File: src/rtl/dsp_sequential_inverse.sv
// Multi-cycle inverse of the combinational DSP multiply/divide primitive.
// The unit performs restoring division (m=1) or shift-add multiplication (m=0) behind a valid/ready handshake.
module dsp_sequential_inverse #(
  parameter int DATA_WIDTH = 4
) (
  input  logic                    clk,
  input  logic                    rst,
  input  logic                    in_valid,
  output logic                    in_ready,
  input  logic [DATA_WIDTH-1:0]   x,
  input  logic [DATA_WIDTH/2-1:0] b,
  input  logic                    m,
  output logic                    out_valid,
  input  logic                    out_ready,
  output logic [DATA_WIDTH-1:0]   q,
  output logic [DATA_WIDTH/2-1:0] r,
  output logic                    dz
);

  localparam int HW = DATA_WIDTH / 2;
  localparam int CW = $clog2(DATA_WIDTH + 1);

  typedef enum logic [1:0] {IDLE, BUSY, DONE} state_t;

  state_t                r_state;
  state_t                w_next_state;
  logic [DATA_WIDTH-1:0] r_x;
  logic [HW-1:0]         r_b;
  logic                  r_m;
  logic [HW-1:0]         r_part;
  logic [DATA_WIDTH-1:0] r_quo;
  logic [DATA_WIDTH-1:0] r_acc;
  logic [CW-1:0]         r_cnt;
  logic [DATA_WIDTH-1:0] r_q;
  logic [HW-1:0]         r_r;
  logic                  r_dz;

  logic                  w_accept;
  logic                  w_div0;
  logic                  w_last;
  logic [HW:0]           w_shifted;
  logic                  w_ge;
  logic [HW-1:0]         w_part_nxt;
  logic [DATA_WIDTH-1:0] w_quo_nxt;
  logic [DATA_WIDTH-1:0] w_addend;
  logic [DATA_WIDTH-1:0] w_acc_nxt;

  assign in_ready  = (r_state == IDLE);
  assign out_valid = (r_state == DONE);
  assign q         = r_q;
  assign r         = r_r;
  assign dz        = r_dz;

  assign w_accept = in_valid && (r_state == IDLE);
  assign w_div0   = m && (b == '0);
  assign w_last   = (r_cnt == (r_m ? CW'(DATA_WIDTH - 1) : CW'(HW - 1)));

  // Restoring step: the previous partial remainder is below the divisor, so it fits in HW bits.
  // The shifted partial remainder needs HW+1 bits.
  assign w_shifted  = {r_part, r_x[DATA_WIDTH-1]};
  assign w_ge       = (w_shifted >= {1'b0, r_b});
  assign w_part_nxt = HW'(w_ge ? (w_shifted - {1'b0, r_b}) : w_shifted);
  assign w_quo_nxt  = {r_quo[DATA_WIDTH-2:0], w_ge};

  // Shift-add step: r_b shifts right, so bit 0 is always the current multiplier bit.
  assign w_addend  = {{HW{1'b0}}, r_x[HW-1:0]} << r_cnt;
  assign w_acc_nxt = r_acc + (r_b[0] ? w_addend : '0);

  always_ff @(posedge clk) begin
    // NOTE: sequential state uses non-blocking assignments so every register samples pre-edge values.
    if (rst) r_state <= IDLE;
    else     r_state <= w_next_state;
  end

  always_comb begin
    // NOTE: default first so no path leaves w_next_state unassigned (no latch).
    w_next_state = r_state;
    case (r_state)
      IDLE:    if (w_accept) w_next_state = w_div0 ? DONE : BUSY;
      BUSY:    if (w_last) w_next_state = DONE;
      DONE:    if (out_ready) w_next_state = IDLE;
      default: w_next_state = IDLE;
    endcase
  end

  always_ff @(posedge clk) begin
    if (rst) begin
      r_x    <= '0;
      r_b    <= '0;
      r_m    <= 1'b0;
      r_part <= '0;
      r_quo  <= '0;
      r_acc  <= '0;
      r_cnt  <= '0;
      r_q    <= '0;
      r_r    <= '0;
      r_dz   <= 1'b0;
    end else begin
      case (r_state)
        IDLE: begin
          if (w_accept) begin
            r_x    <= x;
            r_b    <= b;
            r_m    <= m;
            r_part <= '0;
            r_quo  <= '0;
            r_acc  <= '0;
            r_cnt  <= '0;
            if (w_div0) begin
              r_q  <= '1;
              r_r  <= '0;
              r_dz <= 1'b1;
            end
          end
        end
        BUSY: begin
          r_cnt <= r_cnt + 1'b1;
          if (r_m) begin
            r_part <= w_part_nxt;
            r_quo  <= w_quo_nxt;
            r_x    <= {r_x[DATA_WIDTH-2:0], 1'b0};
          end else begin
            r_acc <= w_acc_nxt;
            r_b   <= r_b >> 1;
          end
          if (w_last) begin
            r_cnt <= '0;
            r_q   <= r_m ? w_quo_nxt : w_acc_nxt;
            r_r   <= r_m ? w_part_nxt : '0;
            r_dz  <= 1'b0;
          end
        end
        DONE: begin
          if (out_ready) begin
            r_q  <= '0;
            r_r  <= '0;
            r_dz <= 1'b0;
          end
        end
        default: ;
      endcase
    end
  end

endmodule

File: config.mk
export PLATFORM = sky130hd
export DESIGN_NAME = dsp_sequential_inverse
export DESIGN_NICKNAME = d
export VERILOG_FILES = /design/src/rtl/dsp_sequential_inverse.sv
export SDC_FILE = /design/constraint.sdc
export NUM_CORES = 1
export LEC_CHECK = 0
export ABC_AREA = 0
export CORE_UTILIZATION = 55
export DETAILED_ROUTE_END_ITERATION = 10
export PLACE_DENSITY = 0.79
export SLEW_MARGIN = 20
export SYNTH_ARGS = -nofsm -noshare
export SYNTH_HDL_FRONTEND = slang
export SYNTH_SLANG_ARGS = --single-unit
File: constraint.sdc
create_clock -name clk -period 2.6 [get_ports clk]
set_input_delay 0.52 -clock clk [delete_from_list [all_inputs] [get_ports clk]]
set_output_delay 0.52 -clock clk [all_outputs]
set_load 0.01 [all_outputs]
# Word level (Yosys, flattened, before mapping)
# Cells that the tools add are included.
# op_classes
addsub	3
n_mul	0
div_mod_pow	0
n_lt_le_gt_ge	1
eq_ne	9
n_shift	1
muxes	41
n_bitwise	0
n_reduce_logical	12
# op_table
cell	n
$mux 4	10
$mux 2	14
$pmux 4 s2	2
$pmux 2 s3	2
$pmux 3 s2	2
$pmux 4 s3	1
$mux 3	3
$reduce_and 3->1	3
$pmux 2 s2	2
$ne 2x1->1 const B	3
$ne 2x2->1 const B	3
$reduce_and 5->1	1
$add 4x4->4	1
$logic_not 2->1	2
$mux 1	4
$reduce_and 2->1	2
$shl 2x3->4	1
$add 3x1->3 const B	1
$eq 3x2->1	1
$ge 3x2->1	1
$pmux 1 s3	1
$reduce_bool 3->1	1
$eq 2x1->1 const B	1
$eq 2x2->1 const B	1
3 further kinds	4
# word_totals
register_bits	28
latchBits	0
ram_bits	0
rom_bits	0
inputBits	11
output_inout_bits	9
wordCells	78
mem_count	0

# Logic depth before layout (Yosys ltp)
# Gate-level depths: netlist of run 1.
# depth
ltp_word	6
mapped_depth	10
ltp_nobuf	10

# Worst setup path after synthesis of run 1
# Ideal clock, no wire load.
# synth_path
kind	reg-to-reg
start	register r_cnt[0]
end	register r_acc[3]
setup_time_ns	0.075
arrival_ns	2.141
t_required_ns	2.525
path_slack_ns	0.384
stages_incl_launch_ff	10
path_buffers	0
synth_period_minus_slack_ns	2.216
cell_sequence	dfxtp_1 mux2_4 nand2_1 inv_1 ha_1 a21o_1 a21oi_2 xnor2_2 or4_1 a31oi_1
# synth_via
elab_chain_cells	5
# synth_lines
element	line_no	rtl
start, declared	33	logic [CW-1:0] r_cnt;
start signal, assigned	117	r_cnt <= r_cnt + 1'b1;
$shl 2x3->4	66	assign w_addend = {{HW{1'b0}}, r_x[HW-1:0]} << r_cnt;
$mux 4	67	assign w_acc_nxt = r_acc + (r_b[0] ? w_addend : '0);
$add 4x4->4	67	
$mux 4	118	if (r_m) begin
$pmux 4 s2	99	case (r_state)
end signal, assigned	123	r_acc <= w_acc_nxt;
end, declared	32	logic [DATA_WIDTH-1:0] r_acc;
# No other way between the ends. The select of a mux whose other input is x is not followed.
# A chain may end at the register's enable or synchronous reset.

# Final worst setup path of run 1
# Same ends and word-level chain as after synthesis.

==> metrics.txt, run 1 <==
hold_sp q[2]$_SDFFE_PP0P_; crit-path max FO 8; DP Wirelength 2830 um; fraction of layout cells with a size suffix above 1 8.96%; Final Cycle Share a little over nine tenths; Tmin final ~2.5 ns; post-route insts no fill between 200 and 250; clock power share 14.6%; hold path depth 2; # DRC 0; # nets final 235; die width between 50 and 60 um; WP data required approximately 2.9 ns; Final setup viols 0; post-synth top area cell dfxtp_1; number of port buffers 19; f_max between 400 and 500 MHz; P_sw roughly 840 uW; FFs w/ async S/R, synth 0%; final instance area roughly 0.0019 sq mm; Slew @ Worst Pin ~0.46 ns; PostCTS Resize Cnt 0; routed len/inst between 15 and 20 um; Peak VDD IR ~0.00085 V; Reg power frac roughly 30%; Seq cells post-synth 28; placed instance count around 240; total internal power 1140 uW; critical path's largest stage delay roughly 0.5 ns; clock buffer depth 2; Post-CTS Setup Inserts 0; CTS tree done; leak pwr 0.000746 uW; Core Area approximately 0.0028 sq mm; Slew HR approximately 69%; Slew Viols, Final 0; antenna-violating nets left 0; H-tree depth 1; crit-path cells mux2_4 > nand2_1 > inv_1 > ha_1 > a21o_1 > a21oi_2 > xnor2_2 > or4_1 > a31oi_1; CTS sink cnt 28; Skew-Pair Late Insertion Delay 0.34 ns; sw frac a little over two fifths; die height around 56 um; initial DRC count 54; nature of the critical path startpoint flip-flop; Setup crit end kind flip-flop; Worst-path clk slew ~0.16 ns; Final WS setup about 0.14 ns; synthesized netlist cell count about 190; syn avg cell area 8.37 sq um; FF-to-FF setup slack about 0.14 ns; Initial Util 58.4%; Max-cap violations 0; synth unique cells 47; synthesis warning total 0; largest net degree at the start of global routing 29; die area ~0.0032 sq mm; layout filler cell count 230; IO Pins 20; Hold EP q[2]$_SDFFE_PP0P_; part of the Yosys area used for sequential elements between 30% and 40%; number of synthesized flops with an enable pin 0; setup_tns 0 ns; CTS buffer count 3; WP data arrival 2.73 ns; unrepaired setup endpoints after global routing false; DP Area between 0.0015 and 0.002 sq mm; gr ovfl total 0; via count 1488; worst r2r dst r_acc[3]$_SDFFE_PP0P_; Hold-fix buffers, CTS 0; GRT Util Overall 26.4%; count leader, synth nor2_1; Post-Route Skew between 0.009 and 0.01 ns; first-pass GRT wire length 6660 um; outcome complete, no violations; combinational power share ~55%; syn nets 216; PD cells ~1000 mW/mm^2; Fin. Hold Viols 0; synth cell count leaders nor2_1, dfxtp_1, a21oi_1; ys flop type dfxtp_1; ANT cells 0; via/cell ratio between 6 and 7; Setup WS pre-CTS 0.187 ns; drt total wl about 3800 um; kind of critical path flip-flop to flip-flop; initial antenna violation count 0; Yosys top cell area share between 30% and 40%; Area Overhead vs Synth 16.7%; reg2reg start r_cnt[0]$_SDFFE_PP0P_; Cell Area, Synth 0.00162 sq mm; worst reg2reg path depth 9; Core Rows 19; drt first pass iters 4; clock root buffer clkbuf_4; gpl congestion between 0.8 and 0.9; critical path's slowest cell dfxtp_1; Worst Hold Class flip-flop to flip-flop; vias in the first global route 1460; synth top area cells dfxtp_1, ha_1, nor2_1
-- area by class of cell --
cell class	instances	area, sq um	area share (%)
Clock buffer	3	22.5	1.19
Clock inverter	1	30.0	1.58
Inverter	10	37.5	1.98
Multi-Input combinational cell	147	986	52.0
Sequential cell	28	561	29.6
Tap cell	31	38.8	2.05
Timing Repair Buffer	23	220	11.6
-- worst max path at each step --
| stage | depth (start not counted) | slack [ns] | from | end |
|---|---|---|---|---|
| 5_1_grt | 9 | 0.02 | r_x[0]$_SDFFE_PP0P_ | q[2]$_SDFFE_PP0P_ |
| 4_1_cts | 9 | 0.17 | r_cnt[0]$_SDFFE_PP0P_ | r_acc[3]$_SDFFE_PP0P_ |
| 2_1_floorplan | 9 | 0.38 | r_cnt[0]$_SDFFE_PP0P_ | r_acc[3]$_SDFFE_PP0P_ |
| 6_report | 9 | 0.14 | r_cnt[0]$_SDFFE_PP0P_ | r_acc[3]$_SDFFE_PP0P_ |
| 3_3_place_gp | 6 | 0.22 | in_valid | q[2]$_SDFFE_PP0P_ |
| 3_5_place_dp | 6 | 0.19 | in_valid | q[2]$_SDFFE_PP0P_ |
-- worst max-delay path, delay by kind of cell, from the launching register on --
family                     cells  cell delay [ns]
AOI/OAI and AO/OA              3             0.56
xor gates and xnor gates       1             0.12
adders and majority gates      1             0.26
buffers and inverters          1             0.05
DFF                            1             0.50
muxes                          1             0.35
and+or+nand+nor                2             0.54
-- power by group through the flow --
stage	sequential, uW	combinational, uW	clock, uW
after floorplan	620	753	0
after global placement	608	1040	0
after detailed placement	619	1070	0
after CTS	609	1080	294
after global routing	622	1200	307
final	606	1090	290
-- per-stage QoR --
| stage | util (%) | hold WS (ns) | power, uW |
|---|---|---|---|
| CTS | 68.2 | 0.468 | 1980 |
| detailed placement | 66.3 | 0.448 | 1690 |
| finish | 68.2 | 0.465 | 1990 |
| floorplan | - | 0.451 | 1370 |
| global placement | 66.3 | 0.444 | 1650 |
| global route | 68.2 | 0.496 | 2130 |
-- placed cells by master (no fill, tap or decap), types with 5 or more instances in the layout --
cell,n
clkdlybuf4s50_1,19
nand2b_1,5
a22oi_1,6
nor2_1,29
dfxtp_1,28
nand2_1,16
ha_1,10
a21oi_1,17
a211oi_1,6
inv_1,10
-- sequential cells by signal (all words and copies together), names as in the netlist --
signal   count
r_acc        4
r_state      2
r_x          4
r_cnt        3
r_m          1
r_part       2
r_b          2
dz           1
r_quo        3
r            2
q            4
-- cells by family after synthesis --
| family | Yosys count | synth area share, % |
|---|---|---|
| and+or+nand+nor | 74 | 22.8 |
| buffers and inverters | 19 | 4.78 |
| xor gates and xnor gates | 4 | 2.62 |
| adders and majority gates | 11 | 8.94 |
| DFF | 28 | 34.5 |
| muxes | 9 | 6.39 |
| AOI/OAI and AO/OA | 49 | 20.0 |
-- per-layer routing --
layer,global-route usage (%),wire length (um),vias to the layer above,share of wire [%]
li1,-,-,728,-
met5,0,0,-,0
met1,33.6,1700,704,44
met2,46.1,1920,49,50
met3,3.00,165,7,4.3
met4,9.41,58,0,1.5
Note: power is estimated with default switching activity, not from simulation.
==> run 2, diff against run 1 <==
- CORE_MARGIN: not set -> 2
- GPL_ROUTABILITY_DRIVEN: not set -> 0
==> metrics.txt, run 2 (synthesized netlist as in run 1, its figures left out) <==
first-pass GRT wire length 6200 um (was 6660 um); antenna-violating nets left 0 (unchanged); Final WS setup 0.177 ns (was 0.142 ns); Post-CTS Setup Inserts 0 (unchanged); clock buffer depth 2 (unchanged); GRT Util Overall 23.3% (was 26.4%); drt total wl 3660 um (was 3850 um); WP data required 2.87 ns (about the same); critical path's slowest cell dfxtp_1 (unchanged); Core Rows 19 (unchanged); Final Cycle Share 93.2% (was 94.6%); initial antenna violation count 0 (unchanged); Setup crit end kind flip-flop (unchanged); Peak VDD IR 0.000792 V (was 0.000854 V); Core Area 0.00278 sq mm (unchanged); crit-path cells mux2_4 > nand2_1 > inv_1 > ha_1 > a21o_1 > a21oi_2 > xnor2_2 > or4_1 > a31oi_1 (unchanged); CTS buffer count 3 (unchanged); clock root buffer clkbuf_4 (unchanged); gr ovfl total 0 (unchanged); largest net degree at the start of global routing 29 (unchanged); WP data arrival 2.69 ns (was 2.73 ns); CTS sink cnt 28 (unchanged); leak pwr 0.000756 uW (was 0.000746 uW); number of port buffers 19 (unchanged); unrepaired setup endpoints after global routing false (unchanged); Top Layer Used met4 (unchanged); ANT cells 0 (unchanged); IO Pins 20 (unchanged); initial DRC count 85 (was 54); # DRC 0 (unchanged); fraction of layout cells with a size suffix above 1 10.3% (was 8.96%); Setup WS pre-CTS 0.197 ns (was 0.187 ns); # nets final 237 (was 235); CTS tree done (unchanged); Fin. Hold Viols 0 (unchanged); outcome complete, no violations (unchanged); die width 58.3 um (was 56.3 um); Area Overhead vs Synth 18.0% (was 16.7%); Slew @ Worst Pin 0.565 ns (was 0.465 ns); worst hold slack 0.475 ns (was 0.465 ns); drt first pass iters 4 (unchanged); Tmin final 2.42 ns (was 2.46 ns); Worst-path clk slew 0.15 ns (was 0.16 ns); Initial Util 58.4% (unchanged); routed len/inst 14.9 um (was 15.8 um); met2 wire length 1790 um (was 1920 um); PD cells 1040 mW/mm^2 (was 1050 mW/mm^2); Slew HR 62.3% (was 69.0%); DR WL met3 191 um (was 165 um); most frequent cells in the layout nor2_1, dfxtp_1, clkdlybuf4s50_1 (unchanged); PostCTS Resize Cnt 0 (unchanged); Worst Hold Class flip-flop to flip-flop (unchanged); DP Wirelength 2730 um (was 2830 um); crit-path max FO 8 (unchanged); via count 1472 (was 1488); Slew Viols, Final 0 (unchanged); Skew-Pair Late Insertion Delay 0.33 ns (was 0.34 ns); Post-Route Skew 0.00438 ns (was 0.00977 ns); die height 58.3 um (was 56.3 um); via/cell ratio 6.01 (was 6.12); H-tree depth 1 (unchanged); critical path's largest stage delay 0.51 ns (was 0.50 ns); Max-cap violations 0 (unchanged); f_max 413 MHz (was 407 MHz); kind of critical path flip-flop to flip-flop (unchanged); vias in the first global route 1361 (was 1460); most common cell after layout, fill and taps aside nor2_1 (unchanged); setup_tns 0 ns (unchanged); Final setup viols 0 (unchanged); die area 0.00340 sq mm (was 0.00317 sq mm); Hold-fix buffers, CTS 0 (unchanged); met1 wire length 1630 um (was 1700 um); nature of the critical path startpoint flip-flop (unchanged)
[run 2: changes by cell type in the layout (fill, tap and decap cells not counted)]
| cell | before | now |
|---|---|---|
| buf_4 | 4 | 6 |
| nor4_1 | 1 | 0 |
| nor4_2 | 0 | 1 |
[run 2: path summary, 6_finish.rpt]
path                               from                    end  cells past startpoint  slack (ns)
setup / recovery  r_cnt[0]$_SDFFE_PP0P_  r_acc[3]$_SDFFE_PP0P_                      9        0.18
hold / removal        r[1]$_SDFFE_PP0P_      r[1]$_SDFFE_PP0P_                      2        0.48
setup reg to reg  r_cnt[0]$_SDFFE_PP0P_  r_acc[3]$_SDFFE_PP0P_                      9        0.18
hold reg to reg       r[1]$_SDFFE_PP0P_      r[1]$_SDFFE_PP0P_                      2        0.48
[run 2: power by group]
group	internal (uW)	total, uW	switching (uW)
clock	156	287	131
combinational	475	1090	616
sequential	530	617	87.2
[run 2: stage by stage]
step | util, % | area [sq um] | std cells | power (uW)
finish | 68.9 | 1920 | 245 | 2000
CTS | 68.7 | 1910 | 245 | 1990
floorplan | - | 1620 | 194 | 1370
global route | 68.9 | 1920 | 245 | 2150
global placement | 66.8 | 1860 | 241 | 1670
detailed placement | 66.8 | 1860 | 241 | 1700
[run 2: worst max-delay path: cells and delay by family, from the launching register on]
kind	cells	cell delay, ns
fa+ha+maj	1	0.26
xor+xnor	1	0.11
simple gates	2	0.52
buf+inv	1	0.06
flops	1	0.51
compound gates	3	0.53
mux	1	0.36
[run 2: final cells by class]
class	count	area (sq um)
flip-flops and latches	28	561
well taps	31	38.8
multi-input cells	147	992
inverters	10	37.5
fillers	244	865
repair buffers	25	235
clock buffers	3	22.5
clock inverters	1	30.0
[run 2: per-layer routing]
| metal | GRT usage (%) | up-vias |
|---|---|---|
| li1 | - | 728 |
| met1 | 30.0 | 686 |
| met2 | 40.4 | 51 |
| met3 | 2.20 | 7 |
| met4 | 8.64 | 0 |
| met5 | 0 | - |
==> run 3, diff against run 2 <==
- CTS_CLUSTER_DIAMETER: not set -> 120
==> results of run 3 <==
No change in the layout: final DEF, timing and power equal those of run 2.
==> RTL edit 1 (settings of run 1) <==
`DATA_WIDTH`: 4 -> 8.
--- a/src/rtl/dsp_sequential_inverse.sv
+++ b/src/rtl/dsp_sequential_inverse.sv
@@ -1,7 +1,7 @@
 // Multi-cycle inverse of the combinational DSP multiply/divide primitive.
 // The unit performs restoring division (m=1) or shift-add multiplication (m=0) behind a valid/ready handshake.
 module dsp_sequential_inverse #(
-  parameter int DATA_WIDTH = 4
+  parameter int DATA_WIDTH = 8
 ) (
   input  logic                    clk,
   input  logic                    rst,
Ports: changed (resized b, q, r and x); port bits go from 20 to 32. The function was not compared with the original's and may differ.
==> RTL edit 1 against run 1 <==
- largest cell class unchanged
- routed wire length up 82%
- sequential cell count increased by 23
- sequential share of layout area fell by 0.28 points
- critical path type unchanged
- total power is 60% higher
- maximum frequency shrank 1.6%
- area after synthesis grew 79%
- via count grew 77%
- final area is 84% higher
- first-iteration DRC count rose to 3.2 times the old value
- setup slack got worse by 0.039 ns
==> RTL edit 1: results (changes against run 1) <==
| Metric | Value |
|---|---|
| Status | `finished, final reports clean (unchanged)` |
| CP Max Fanout | `8 (unchanged)` |
| Ant diodes | `0 (unchanged)` |
| Global-route wire length before repair | `11100 um (was 6660 um)` |
| Synth Area in Adders | `8.28% (was 8.94%)` |
| Clk_lat worst skew | `0.31 ns (was 0.34 ns)` |
| Synth Flop Type | `dfxtp_1 (unchanged)` |
| Top cells by instance count after synthesis | `55 x nor2_1, 51 x dfxtp_1, 29 x nand2_1 (was 29 x nor2_1, 28 x dfxtp_1, 17 x a21oi_1)` |
| Seq/Total Area, Yosys | `35.2% (was 34.5%)` |
| GP Congestion | `0.866 (was 0.899)` |
| Port buffer count | `31 (was 19)` |
| Nets@finish | `421 (was 235)` |
| Xor/xnor share of the synthesized area | `2.72% (was 2.62%)` |
| Post-Synthesis Cells | `348 (was 194)` |
| Syn_nets | `383 (was 216)` |
| CTS root buf | `clkbuf_8 (was clkbuf_4)` |
| Antenna violations before repair | `0 (unchanged)` |
| Static leakage | `1.31 nW (was 0.746 nW)` |
| Gr usage total | `26.1% (was 26.4%)` |
| Share of cells above drive strength 1 | `12.4% (was 8.96%)` |
| H-tree level count | `2 (was 1)` |
| Placed cell area | `0.00335 mm^2 (was 0.00184 mm^2)` |
| Vias in the first global route | `2411 (was 1460)` |
| Multiplexer share of the synthesized area | `7.12% (was 6.39%)` |
| Detailed Place HPWL | `5030 um (was 2830 um)` |
| Synth warn | `0 (unchanged)` |
| Total Wirelength | `6990 um (was 3850 um)` |
| Slew HR | `44.8% (was 69.0%)` |
| CTS buffer count | `5 (was 3)` |
| DRT iter0 DRCs | `174 (was 54)` |
| Synth Area in Compound Gates | `21.4% (was 20.0%)` |
| Hold crit path type | `flop to flop (unchanged)` |
| CTS Buffer Depth | `2 (unchanged)` |
| Fillers | `452 (was 230)` |
| Post-synth ARST share | `0% (unchanged)` |
| Reg clk slew, reported paths | `0.10 ns (was 0.16 ns)` |
| Crit path arrival time | `2.73 ns (about the same)` |
| DRT Pass-1 Iters | `5 (was 4)` |
| Final Skew | `0.00970 ns (was 0.00977 ns)` |
| Non-Filler Instances | `457 (was 243)` |
| Largest net degree at the start of global routing | `32 (was 29)` |
| Yosys cell types | `50 (was 47)` |
| Routed vias/inst | `5.75 (was 6.12)` |
| Maximum vdd drop | `0.589 mV (was 0.854 mV)` |
| Placed Instances | `448 (was 239)` |
| Total negative slack | `0 ns (unchanged)` |
| Area contributors post-synth | `dfxtp_1 35%, nor2_1 7.1%, ha_1 6.9% (was dfxtp_1 35%, ha_1 7.7%, nor2_1 6.7%)` |
[RTL edit 1: changes by cell type after synthesis, sizes merged, moves of 6 or more]
cell and change:
xor2 +6, mux2i +11, ha +6, inv +6, a22oi +11, nor2 +27, buf +6, dfxtp +23
nand2 +13, o21ai +9, a211oi +8
[RTL edit 1: cell type report]
class / instances / share of cell area, %
Clock inverter: 3 / 0.680
Tap cell: 70 / 2.51
Sequential cell: 51 / 29.3
Multi-Input combinational cell: 262 / 50.7
Timing Repair Buffer: 50 / 13.2
Clock buffer: 5 / 1.97
Inverter: 16 / 1.72
[RTL edit 1: power by group]
part	total (mW)	switching [mW]	internal, mW
sequential	1.05	0.122	0.931
clock	0.473	0.280	0.193
combinational	1.65	0.929	0.718
total	3.17	1.33	1.84
[RTL edit 1: metrics by stage]
| step | util [%] | setup WS [ns] |
|---|---|---|
| floorplan | - | 0.154 |
| global placement | 65.6 | 0.122 |
| detailed placement | 65.6 | 0.0858 |
| CTS | 67.4 | 0.0549 |
| global route | 68.4 | -0.0503 |
| finish | 68.4 | 0.103 |
[RTL edit 1: per-layer routing]
| metal | track usage (%) | vias to the layer above | share of wire (%) |
|---|---|---|---|
| li1 | - | 1317 | - |
| met1 | 33.2 | 1223 | 45 |
| met2 | 45.0 | 75 | 49 |
| met3 | 3.88 | 14 | 4.2 |
| met4 | 9.64 | 0 | 1.9 |
| met5 | 0 | - | 0 |
[RTL edit 1: kinds of logic after synthesis]
kind of cell / after synthesis
adder cells (fa/ha/maj): 18
AND/OR/NAND/NOR: 126
XOR/XNOR: 9
AO/OA/AOI/OAI: 90
multiplexers: 19
flip-flops: 51
buffers and inverters: 35
[RTL edit 1: critical path, stage by stage (launching register included)]
cell and delay [ns]:
dfxtp_2 0.35, buf_4 0.17, nor2b_2 0.17, a22oi_1 0.14, nor2_1 0.05, a21oi_1 0.13, nor2_1 0.07, ha_1 0.34
a21oi_2 0.21, o21a_1 0.18, o31ai_2 0.08, xnor2_1 0.20, nand2_1 0.09, a311oi_2 0.24
[RTL edit 1: worst paths after layout]
path | start | end | slack, ns | depth (start not counted)
worst max-delay path | r_cnt[1] | q[7] | 0.10 | 13
worst min-delay path | r[2] | r[2] | 0.48 | 2
worst max register to register | r_cnt[1] | q[7] | 0.10 | 13
worst min register to register | r[2] | r[2] | 0.48 | 2
[RTL edit 1: repair_timing]
action	in CTS	in global routing
endpoints found under the setup margin	0	9
hold endpoints to repair	0	0
buffers inserted	0	1
resized for setup	0	12
==> RTL edit 2 (flow settings as in run 1) <==
Made on the original files. Encoding of `state_t`: now one-hot (3 bits for 3 states).
--- a/src/rtl/dsp_sequential_inverse.sv
+++ b/src/rtl/dsp_sequential_inverse.sv
@@ -20,7 +20,7 @@
   localparam int HW = DATA_WIDTH / 2;
   localparam int CW = $clog2(DATA_WIDTH + 1);
 
-  typedef enum logic [1:0] {IDLE, BUSY, DONE} state_t;
+  typedef enum logic [2:0] {IDLE = 3'b001, BUSY = 3'b010, DONE = 3'b100} state_t;
 
   state_t                r_state;
   state_t                w_next_state;
Function: same outputs for any inputs over 10 cycles, from zero or initial values and one cycle with rst high; not proved beyond that.
==> RTL edit 2 against run 1 <==
- sequential share of layout area up 2.2 points
- area after synthesis down 3.2%
- sequential power up 2%
- sequential cell count up 1
- setup slack better by 0.11 ns
- total power down 24%
- final area down 3.5%
- maximum frequency up 4.5%
- core utilization down 1.2 points
- synthesized cell count down 5.2%
- routed wire length down 7.5%
- critical path type unchanged
- largest power group is now sequential cells
==> RTL edit 2: results (changes against run 1) <==
| Metric | Value |
|---|---|
| Status | `finished, final reports clean (unchanged)` |
| H-tree level count | `2 (was 1)` |
| CP peak stage delay | `0.38 ns (was 0.50 ns)` |
| Clk_lat worst skew | `0.33 ns` |
| Nets@finish | `221 (was 235)` |
| Worst R2R Path Depth | `9 (unchanged)` |
| Synth warn | `0 (unchanged)` |
| Seq/Total Area, Yosys | `36.9% (was 34.5%)` |
| Hold Path Stages | `2 (unchanged)` |
| GP Congestion | `0.843 (was 0.899)` |
| Routed vias/inst | `5.96 (was 6.12)` |
| Global-route wire length before repair | `6220 um (was 6660 um)` |
| Syn avg cell area | `8.55 um^2 (was 8.37 um^2)` |
| Crit path arrival time | `2.60 ns (was 2.73 ns)` |
| Reg clk slew, reported paths | `0.08 ns (was 0.16 ns)` |
| Syn_nets | `202 (was 216)` |
| Area contributors post-synth | `dfxtp_1 37%, nor2_1 6.0%, ha_1 4.8% (was dfxtp_1 35%, ha_1 7.7%, nor2_1 6.7%)` |
| Top cells by instance count after synthesis | `29 x dfxtp_1, 25 x nor2_1, 19 x nand2_1 (was 29 x nor2_1, 28 x dfxtp_1, 17 x a21oi_1)` |
| Post-CTS Setup Bufs | `0 (unchanged)` |
| Share of cells above drive strength 1 | `8.37% (was 8.96%)` |
| Slew HR | `60.8% (was 69.0%)` |
| CP Max Fanout | `6 (was 8)` |
| DRT iter0 DRCs | `60 (was 54)` |
| Detailed Place HPWL | `2700 um (was 2830 um)` |
| Vias in the first global route | `1411 (was 1460)` |
| Port buffer count | `19 (unchanged)` |
| Largest net degree at the start of global routing | `18 (was 29)` |
| Post-cts resize count | `0 (unchanged)` |
| Post-synth ARST share | `0% (unchanged)` |
| Hold crit path type | `flop to flop (unchanged)` |
| Worst path top cell family by delay | `simple AND/OR/NAND/NOR gates (was compound AO/OA/AOI/OAI gates)` |
| Antenna violations before repair | `0 (unchanged)` |
| Post-place setup slack | `0.270 ns (was 0.187 ns)` |
| Ant diodes | `0 (unchanged)` |
| Yosys cell types | `49 (was 47)` |
| CTS Buffer Depth | `2 (unchanged)` |
| DRT Pass-1 Iters | `4 (unchanged)` |
| Placed cell area | `0.00177 mm^2 (was 0.00184 mm^2)` |
| Max stage delay cell, worst path | `fa_1 (was dfxtp_1)` |
| Final Skew | `0.00765 ns (was 0.00977 ns)` |
| Static leakage | `0.670 nW (was 0.746 nW)` |
| CTS root buf | `clkbuf_4 (unchanged)` |
| Count of final setup violators | `0 (unchanged)` |
| CTS buffer count | `5 (was 3)` |
| Gr usage total | `25.9% (was 26.4%)` |
| Average wire per standard cell | `15.2 um (was 15.8 um)` |
| Maximum vdd drop | `0.693 mV (was 0.854 mV)` |
RTL edit 2: metrics by stage:
stage / util [%] / hold WS (ns) / instances
2_1_floorplan: - / 0.437 / 184
3_3_place_gp: 64.9 / 0.455 / 227
3_5_place_dp: 64.9 / 0.467 / 227
4_1_cts: 66.9 / 0.478 / 234
5_1_grt: 66.9 / 0.487 / 234
6_report: 66.9 / 0.487 / 234
RTL edit 2: area by class of cell:
class	instances	area [um^2]
clock buffer	7	55.1
fill	241	905
inverter	7	26.3
multi-input combinational	139	923
sequential	29	581
tap	31	38.8
timing repair buffer	21	205
RTL edit 2: worst min-delay path, cell delays in order, from the launching register on:
cell and delay (ns):
dfxtp_1 0.33, nand2_1 0.06, a21oi_1 0.06
RTL edit 2: cells by family (layout without fill, tap and decap cells):
logic type,Yosys count,after routing,share of synthesized area (%)
AO/OA/AOI/OAI,43,43,19.6
multiplexers,4,4,2.70
adder cells (fa/ha/maj),7,7,6.05
buffers and inverters,16,35,4.38
AND/OR/NAND/NOR,80,80,26.7
flip-flops,29,29,36.9
XOR/XNOR,5,5,3.66
RTL edit 2: power breakdown:
group,internal (mW),total (mW),switching (mW)
clock network,0.127,0.281,0.154
logic,0.281,0.603,0.323
registers,0.521,0.620,0.0991
RTL edit 2: worst paths after layout:
path                                from       end  slack, ns
worst min register to register  r_acc[3]  r_acc[3]       0.49
worst min-delay path            r_acc[3]  r_acc[3]       0.49
worst max register to register  r_cnt[2]      q[2]       0.25
worst max-delay path            r_cnt[2]      q[2]       0.25
RTL edit 2: layer usage:
metal,global-route usage [%],vias to the layer above,wire (um)
li1,-,689,-
met1,30.8,665,1610
met2,43.4,29,1740
met3,5.39,11,128
met4,14.3,0,81
met5,0,-,0
